`config.mk`:
```
export PLATFORM = sky130hd
export DESIGN_NAME = axis_recv_dispatch
export DESIGN_NICKNAME = d
export VERILOG_FILES = /design/src/rtl/axis_recv_pkg.sv /design/src/rtl/axis_recv_wr_stage.sv /design/src/rtl/axis_recv_dispatch.sv
export SDC_FILE = /design/constraint.sdc
export NUM_CORES = 1
export LEC_CHECK = 0
export ABC_AREA = 1
export BUFFER_PORTS_ARGS = -buffer_cell sky130_fd_sc_hd__buf_2
export CAP_MARGIN = 20
export CORE_MARGIN = 5
export CORE_UTILIZATION = 48
export CTS_BUF_LIST = sky130_fd_sc_hd__clkbuf_4 sky130_fd_sc_hd__clkbuf_8
export DETAILED_ROUTE_END_ITERATION = 12
export GPL_TIMING_DRIVEN = 0
export PLACE_DENSITY_LB_ADDON = 0.05
export SLEW_MARGIN = 20
export SYNTH_ARGS = -nofsm -noshare
export SYNTH_HDL_FRONTEND = slang
export SYNTH_SLANG_ARGS = --single-unit
```
`constraint.sdc`:
```
create_clock -name clk -period 2.2 [get_ports clk]
set_input_delay 0.11 -clock clk [delete_from_list [all_inputs] [get_ports clk]]
set_output_delay 0.11 -clock clk [all_outputs]
set_load 0.02 [all_outputs]
```
`src/rtl/axis_recv_pkg.sv`:
```
// Shared types for the AXI-Stream receive dispatcher.
// FSM state encoding and destination buffer indices.
package axis_recv_pkg;

    typedef enum logic [1:0] {
        ST_IDLE,
        ST_RECV,
        ST_DONE,
        ST_WAIT_LOW
    } recv_state_e;

    localparam int DEST_IFM    = 0;
    localparam int DEST_WEIGHT = 1;
    localparam int DEST_BIAS   = 2;
    localparam int DEST_LRELU  = 3;

endpackage

```
`src/rtl/axis_recv_wr_stage.sv`:
```
// Registered buffer write port: one-hot dest decode, address add, data reg.
// An out-of-range dest decodes to an all-zero strobe, so its beats are drained.
module axis_recv_wr_stage
    import axis_recv_pkg::*;
#(
    parameter int DATA_W   = 64,
    parameter int ADDR_BIT = 16,
    parameter int NUM_DEST = 4,
    parameter int DEST_W   = $clog2(NUM_DEST)
) (
    input  logic                clk,
    input  logic                rst,
    input  logic                accept,
    input  logic [DEST_W-1:0]   dest,
    input  logic [ADDR_BIT-1:0] base,
    input  logic [ADDR_BIT-1:0] idx,
    input  logic [DATA_W-1:0]   data,
    output logic [NUM_DEST-1:0] write_enable,
    output logic [ADDR_BIT-1:0] write_addr,
    output logic [DATA_W-1:0]   write_data
);

    logic [NUM_DEST-1:0] onehot;

    always_comb begin
        onehot = '0;
        for (int i = 0; i < NUM_DEST; i++) begin
            onehot[i] = (dest == DEST_W'(i));
        end
    end

    always_ff @(posedge clk or negedge rst) begin
        if (!rst) begin
            write_enable <= '0;
            write_addr   <= '0;
            write_data   <= '0;
        end else begin
            write_enable <= '0;
            if (accept) begin
                write_enable <= onehot;
                write_addr   <= base + idx;
                write_data   <= data;
            end
        end
    end

endmodule

```
`src/rtl/axis_recv_dispatch.sv`:
```
// AXI-Stream receive engine steering beats to one of NUM_DEST buffers.
// Define RECV_DISPATCH_ERR_CHECK_EN to enable tlast/length and dest checks.
module axis_recv_dispatch
    import axis_recv_pkg::*;
#(
    parameter int DATA_W   = 64,
    parameter int ADDR_BIT = 16,
    parameter int NUM_DEST = 4,
    parameter int DEST_W   = $clog2(NUM_DEST)
) (
    input  logic                clk,
    input  logic                rst,
    input  logic                recv_enable,
    input  logic [DEST_W-1:0]   dest_sel,
    input  logic [ADDR_BIT-1:0] base_addr,
    input  logic [ADDR_BIT-1:0] beat_len,
    input  logic                s_axis_tvalid,
    input  logic [DATA_W-1:0]   s_axis_tdata,
    input  logic                s_axis_tlast,
    output logic                s_axis_tready,
    output logic [NUM_DEST-1:0] write_enable,
    output logic [ADDR_BIT-1:0] write_addr,
    output logic [DATA_W-1:0]   write_data,
    output logic                recv_busy,
    output logic                recv_done,
    output logic [ADDR_BIT-1:0] beat_count,
    output logic                tlast_err
);

    recv_state_e         state;
    recv_state_e         state_nxt;
    logic                en_q;
    logic [DEST_W-1:0]   dest_q;
    logic [ADDR_BIT-1:0] base_q;
    logic [ADDR_BIT-1:0] len_q;
    logic [ADDR_BIT-1:0] cnt_inc;
    logic                start;
    logic                hs;
    logic                len_hit;
    logic                term;

    assign start   = (state == ST_IDLE) && recv_enable && !en_q;
    assign hs      = (state == ST_RECV) && s_axis_tvalid;
    assign cnt_inc = beat_count + ADDR_BIT'(1);
    assign len_hit = (len_q != '0) && (cnt_inc == len_q);
    assign term    = hs && (s_axis_tlast || len_hit);

    always_comb begin
        state_nxt = state;
        unique case (state)
            ST_IDLE: begin
                if (start) state_nxt = ST_RECV;
            end
            ST_RECV: begin
                if (!recv_enable) state_nxt = ST_IDLE;
                else if (term) state_nxt = ST_DONE;
            end
            ST_DONE: begin
                state_nxt = ST_WAIT_LOW;
            end
            ST_WAIT_LOW: begin
                if (!recv_enable) state_nxt = ST_IDLE;
            end
            default: state_nxt = ST_IDLE;
        endcase
    end

    // en_q resets high so a level held across reset is not taken as an edge.
    always_ff @(posedge clk or negedge rst) begin
        if (!rst) begin
            state      <= ST_IDLE;
            en_q       <= 1'b1;
            dest_q     <= '0;
            base_q     <= '0;
            len_q      <= '0;
            beat_count <= '0;
        end else begin
            state <= state_nxt;
            en_q  <= recv_enable;
            if (start) begin
                dest_q     <= dest_sel;
                base_q     <= base_addr;
                len_q      <= beat_len;
                beat_count <= '0;
            end else if (hs) begin
                beat_count <= cnt_inc;
            end
        end
    end

    assign s_axis_tready = (state == ST_RECV);
    assign recv_busy     = (state == ST_RECV);
    assign recv_done     = (state == ST_DONE);

`ifdef RECV_DISPATCH_ERR_CHECK_EN
    logic dest_bad;

    assign dest_bad = {1'b0, dest_sel} >= (DEST_W + 1)'(NUM_DEST);

    always_ff @(posedge clk or negedge rst) begin
        if (!rst) begin
            tlast_err <= 1'b0;
        end else if (start) begin
            tlast_err <= dest_bad;
        end else if (hs && (len_q != '0) && (s_axis_tlast != len_hit)) begin
            tlast_err <= 1'b1;
        end
    end
`else
    assign tlast_err = 1'b0;
`endif

    axis_recv_wr_stage #(
        .DATA_W   (DATA_W),
        .ADDR_BIT (ADDR_BIT),
        .NUM_DEST (NUM_DEST),
        .DEST_W   (DEST_W)
    ) u_wr (
        .clk          (clk),
        .rst          (rst),
        .accept       (hs),
        .dest         (dest_q),
        .base         (base_q),
        .idx          (beat_count),
        .data         (s_axis_tdata),
        .write_enable (write_enable),
        .write_addr   (write_addr),
        .write_data   (write_data)
    );

endmodule
```
Word level (Yosys, flattened, before mapping)

Cells that the tools add are included.

Bits in registers: 137
Input port bits: 103
Logic and storage cells: 41

Add/sub/neg operators: 2
Equality and inequality tests: 10
Muxes and demuxes: 8
Reduce and logical (&&, ||, !) cells: 12

Operators with widths:

| cell                  | count |
|---|---|
| $mux 16               | 2 |
| $add 16x1->16 const B | 1 |
| $add 16x16->16        | 1 |
| $eq 16x16->1          | 1 |
| $reduce_bool 16->1    | 1 |
| $eq 2x2->1 const B    | 4 |
| $mux 2                | 4 |
| $pmux 2 s4            | 1 |
| $logic_and 1x1->1     | 5 |
| $eq 2x1->1 const B    | 2 |
| $logic_not 2->1       | 2 |
| $mux 4                | 1 |
| $ne 2x2->1 const B    | 2 |
| $ne 3x2->1 const B    | 1 |
| $reduce_and 3->1      | 1 |
| $reduce_bool 2->1     | 1 |
| $logic_not 1->1       | 1 |
| $logic_or 1x1->1      | 1 |

Logic depth before layout (Yosys ltp)

Depth in word-level cells: 8
Depth in mapped cells: 18
Gate-level depth less buffers: 18

Hierarchy

A second synthesis with hierarchy kept.

Cell total of the unflattened synthesis: 916
Area total of the unflattened synthesis: 6922.9 sq um

By module, submodules not included:

| module             | instances | cells each | area an instance (sq um) |
|---|---|---|---|
| axis_recv_wr_stage | 1         | 519        | 4045.1 |
| axis_recv_dispatch | 1         | 397        | 2877.8 |

Worst setup path after synthesis

No wires, ideal clock.

Path type: register -> register
From: register beat_count[0]
To: register u_wr.write_addr[12]
Setup time: 0.066 ns
Arrival time: 2.287 ns
Data required time: 2.134 ns
Slack: -0.153 ns
Stages on the path, launching flop included: 15
Path buffers: 0
Period minus slack after synthesis: 2.353 ns
Path through: dfrtp_1 -> ha_1 -> inv_1 -> fa_1 -> nand3b_1 -> nand2_1 -> inv_1 -> nor2_1 -> nor2_1 -> o21ai_2 -> a21boi_0 -> o21ai_0 -> xor2_1 -> nand2_1 -> nand2_1

Longest elaborated chain between the ends: 1

RTL lines:

| item                   | RTL line                 | source |
|---|---|---|
| start, declared        | axis_recv_dispatch.sv:26 | `output logic [ADDR_BIT-1:0] beat_count,` |
| start signal, assigned | axis_recv_dispatch.sv:86 | `beat_count <= cnt_inc;` |
| $add 16x16->16         | axis_recv_wr_stage.sv:41 | `write_addr <= base + idx;` |
| end signal, assigned   | axis_recv_wr_stage.sv:41 |  |
| end, declared          | axis_recv_wr_stage.sv:19 | `output logic [ADDR_BIT-1:0] write_addr,` |

Every way passes these cells.
A chain may end at the register's enable or synchronous reset.

Worst setup path after layout

From: register base_q[0]
To: register u_wr.write_addr[12]

Longest elaborated chain between the ends: 1

RTL lines:

| item                   | RTL line                 | source |
|---|---|---|
| start, declared        | axis_recv_dispatch.sv:34 | `logic [ADDR_BIT-1:0] base_q;` |
| start signal, assigned | axis_recv_dispatch.sv:82 | `base_q <= base_addr;` |
| $add 16x16->16         | axis_recv_wr_stage.sv:41 |  |

Every way passes these cells.

==> flow_metrics.py <==
metrics = {
    "logic_synthesis": {
        "postSynthNetCount": 900,
        "synthesis.area_sq_um": 6565,
        "postSynthAreaPerCell_sq_um": 8.417,
        "netlist_instances": 780,
        "ys_ff_latch": 137,
        "yosysSeqAreaShare": 0.5224,
        "ys_types": 39,
        "yosys_warnings": 0,
    },
    "sta": {
        "slew_headroom": 0.5366,
        "setup_ws_ps": 67.20,
        "drv_slew": 0,
        "period_share": 0.9695,
        "max_freq_ghz": 0.4689,
        "fin_crit_ps": 2133,
        "grt_setup_unrepaired": "true",
        "setup_viol": 0,
        "hold_violations": 0,
        "worstMarginPinSlew_ps": 695.1,
        "clock_skew_ps": 13.07,
    },
    "placement": {
        "dpl.hpwl_um": 12610,
        "gp_congestion": 0.8324,
        "dp_cells": 1162,
        "io_buffers": 205,
        "place_ws_ps": -164.2,
    },
    "power": {
        "internal-power_w": 0.007253,
        "vdd_drop_max_v": 0.0006715,
        "p_clk_frac": 0.157,
        "pwr-share-seq": 0.348,
        "combPwrFrac": 0.495,
        "cellLeakagePower_nw": 5.117,
        "p_total_w": 0.01295,
        "netSwitchingPower_w": 0.005699,
        "power_density_nw_per_um2": 1360,
        "swShare": 0.4400,
    },
    "floorplanning": {
        "dieArea_sq_um": 16120,
        "chipHeight_um": 127.0,
        "row_count": 42,
        "start_util": 0.4918,
        "io_pins": 207,
        "core_area_sq_um": 13350,
        "fp.dieW_um": 127.0,
    },
    "detailed_routing": {
        "dr.max_layer_used": "met4",
        "drt-met1-wl_um": 8140,
        "drtIter0Drc": 363,
        "drtPass1Iterations": 7,
        "routed_via_density": 4.836,
        "final_antenna_net_count": 0,
        "drcViolationCount": 0,
        "wl_per_cell_um": 14.53,
        "dr_total_vias": 6335,
        "routed-wl-met2_um": 9366,
        "wl_met3_um": 1207,
        "finalWirelength_um": 19040,
    },
    "global_route": {
        "grt_usage": 0.2415,
        "grt_pass1_vias": 6293,
        "grt_start_max_net_pins": 92,
        "antenna_found_initial": 0,
        "grt_pass1_wl_um": 30860,
        "grt-ovfl-total": 0,
    },
    "worst_setup_path": {
        "start_kind": "flip-flop",
        "worstSetupStartpoint": "base_q[0]",
        "r2r_start": "base_q[0]",
        "crit_arrival_ps": 2530,
        "crit_path_end_kind": "flip-flop",
        "r2r-end": "u_wr.write_addr[12]",
        "critical_path_class": "flip-flop to flip-flop",
        "cp_max_fo": 3,
        "rr_worst_depth": 14,
        "r2r_setup_slack_ps": 70,
        "required_ps": 2600,
    },
    "min_path": {
        "min_to": "state[0]",
        "holdPathStages": 7,
        "worstHoldPathType": "input pin to flip-flop",
        "hp-start": "s_axis_tlast",
    },
    "finish": {
        "drive_above_1_share": 0.2972,
        "syn_to_final_growth_pct": 45.04,
        "final-instance-count-excl-fill": 1310,
        "antennaDiodeCount": 0,
        "fin_nets": 1242,
    },
    "clock_tree": {
        "cts_tree": "built",
        "numClockSinks": 137,
        "cts_root_buffer": "clkbuf_8",
        "clock_latency_ps": 450,
        "htree_levels": 4,
        "clk_pin_slew_ps": 70,
        "clockBufferDepth": 2,
        "cts-buffers-inserted": 17,
    },
    "outcome": {
        "outcome": "complete, no violations",
    },
    "flow_run": {
        "drv_cap": 0,
    },
}
-- Yosys cell counts --
| master | instances | area share |
|---|---|---|
| dfstp_2 | 1 | 0.0040 |
| buf_4 | 2 | 0.0023 |
| nand3_2 | 2 | 0.0030 |
| o21ai_1 | 1 | 0.00076 |
| nand2_2 | 6 | 0.0057 |
| nand3_1 | 48 | 0.037 |
| a31o_2 | 1 | 0.0013 |
| a21o_1 | 3 | 0.0034 |
| dfrtp_1 | 136 | 0.52 |
| buf_2 | 4 | 0.0030 |
| nand4_1 | 6 | 0.0057 |
| ha_1 | 16 | 0.030 |
| nor2_2 | 1 | 0.00095 |
| a21oi_1 | 29 | 0.022 |
| xor2_1 | 10 | 0.013 |
| o22ai_1 | 8 | 0.0076 |
| nor3_1 | 11 | 0.0084 |
| nand2_4 | 1 | 0.0017 |
| inv_1 | 55 | 0.031 |
| buf_1 | 4 | 0.0023 |
| nand3b_1 | 1 | 0.0011 |
| mux2_2 | 19 | 0.033 |
| conb_1 | 1 | 0.00057 |
| a211oi_1 | 1 | 0.0011 |
| nor2_8 | 1 | 0.0030 |
| nor2_1 | 42 | 0.024 |
| o21ai_0 | 28 | 0.021 |
| o21ai_2 | 1 | 0.0013 |
| xnor2_1 | 5 | 0.0067 |
| xor3_1 | 1 | 0.0036 |
| or2_2 | 1 | 0.00095 |
| clkbuf_1 | 17 | 0.0097 |
| fa_1 | 1 | 0.0030 |
| inv_2 | 1 | 0.00057 |
| clkinv_1 | 2 | 0.0011 |
| a21boi_0 | 1 | 0.0011 |
| nor2_4 | 4 | 0.0069 |
| nand2_1 | 304 | 0.17 |
| o31ai_1 | 4 | 0.0046 |
-- routing by layer --
layer  track usage  vias to the layer above
met3       0.06641                       31
li1              -                     3179
met2        0.3926                      179
met1        0.3142                     2946
met4       0.07950                        0
met5             0                        -
-- how the worst max path moves through the flow --
| stage | to | slack, ps | depth (start not counted) |
|---|---|---|---|
| after detailed placement | beat_count[15] | -160 | 6 |
| final | u_wr.write_addr[12] | 70 | 14 |
| after global placement | beat_count[1] | -1160 | 1 |
| after floorplan | u_wr.write_addr[12] | 20 | 14 |
| after global routing | u_wr.write_addr[12] | -140 | 14 |
| after CTS | u_wr.write_addr[13] | 1 | 9 |
-- metrics by stage --
step | area (sq um) | util | hold WS [ps] | TNS (ps)
floorplan | 6568 | - | -185.6 | 0
global placement | 7814 | 0.5854 | 238.2 | -124550
detailed placement | 7851 | 0.5882 | 32.32 | -1976
CTS | 9289 | 0.6959 | 63.12 | 0
global route | 9522 | 0.7133 | 109.8 | -660.8
finish | 9522 | 0.7133 | 88.69 | 0
-- cell usage in the layout, fill, tap and decap left out, types with 3 or more instances in the layout --
cell type,count
nand2_1,300
o31ai_1,4
nor3_1,11
ha_1,10
o22ai_1,8
nor2_1,39
inv_1,51
nor2_2,3
xnor2_1,5
clkinv_2,4
clkbuf_2,7
inv_2,5
buf_4,17
nor2_4,6
a21oi_1,27
ha_4,4
a21o_1,3
o21ai_1,3
nand3_1,45
clkbuf_1,12
clkbuf_4,4
dfrtp_2,6
nand4_1,6
dlygate4sd3_1,101
buf_2,208
nand3_2,5
xor2_1,10
nand2_2,8
mux2_2,19
dfrtp_1,130
clkbuf_8,19
o21ai_0,25
-- power groups by stage --
stage | Clock (W) | Sequential, W | Combinational (W)
global route | 0.00219 | 0.00465 | 0.00713
CTS | 0.00207 | 0.00447 | 0.00607
finish | 0.00203 | 0.00450 | 0.00642
detailed placement | 0 | 0.00450 | 0.00587
floorplan | 0 | 0.00537 | 0.00302
global placement | 0 | 0.00450 | 0.00578
-- logic make-up (layout without fill, tap and decap cells) --
logic type | Yosys count | in the layout | synth area share
compound gates | 77 | 77 | 0.06480
fa+ha+maj | 17 | 17 | 0.03354
buf+inv | 85 | 438 | 0.05050
xor+xnor | 16 | 16 | 0.02363
flops | 137 | 137 | 0.5224
other cells | 1 | 1 | 0.0005712
mux | 19 | 19 | 0.03259
simple gates | 428 | 429 | 0.2720
-- flip-flops by register name, indices dropped and copies added (netlist names), named ones only --
signal and flops:
u_wr.write_data 64, base_q 16, beat_count 16, len_q 16
u_wr.write_addr 16, u_wr.write_enable 4, dest_q 2, en_q 1
state 1
-- layout make-up --
class                      count  area [sq um]
fill                        1111          3826
sequential                   137          3437
multi-input combinational    559          2949
timing repair buffer         322          2187
clock buffer                  23         291.5
tap                          176         220.2
inverter                      58         217.7
buffer                        27         122.6
clock inverter                 8         96.34
-- repair_timing --
item	CTS	global route
endpoints found under the setup margin	42	44
hold buffers	101	0
gates cloned	0	1
endpoints found under the hold margin	237	0
setup buffers	4	11
pin swaps	3	19
gates resized for setup	4	45
-- critical path, cell delays in order, from the launching register on --
cell	delay, ps
dfrtp_1	400
ha_4	150
inv_2	40
fa_2	360
nand3b_1	180
nand2_2	80
inv_2	40
nor2_2	110
nor2_2	70
o21ai_2	150
a21boi_2	90
o21ai_2	120
xor2_1	150
nand2_1	60
nand2_1	80
Power figures use the tool's default switching activity.
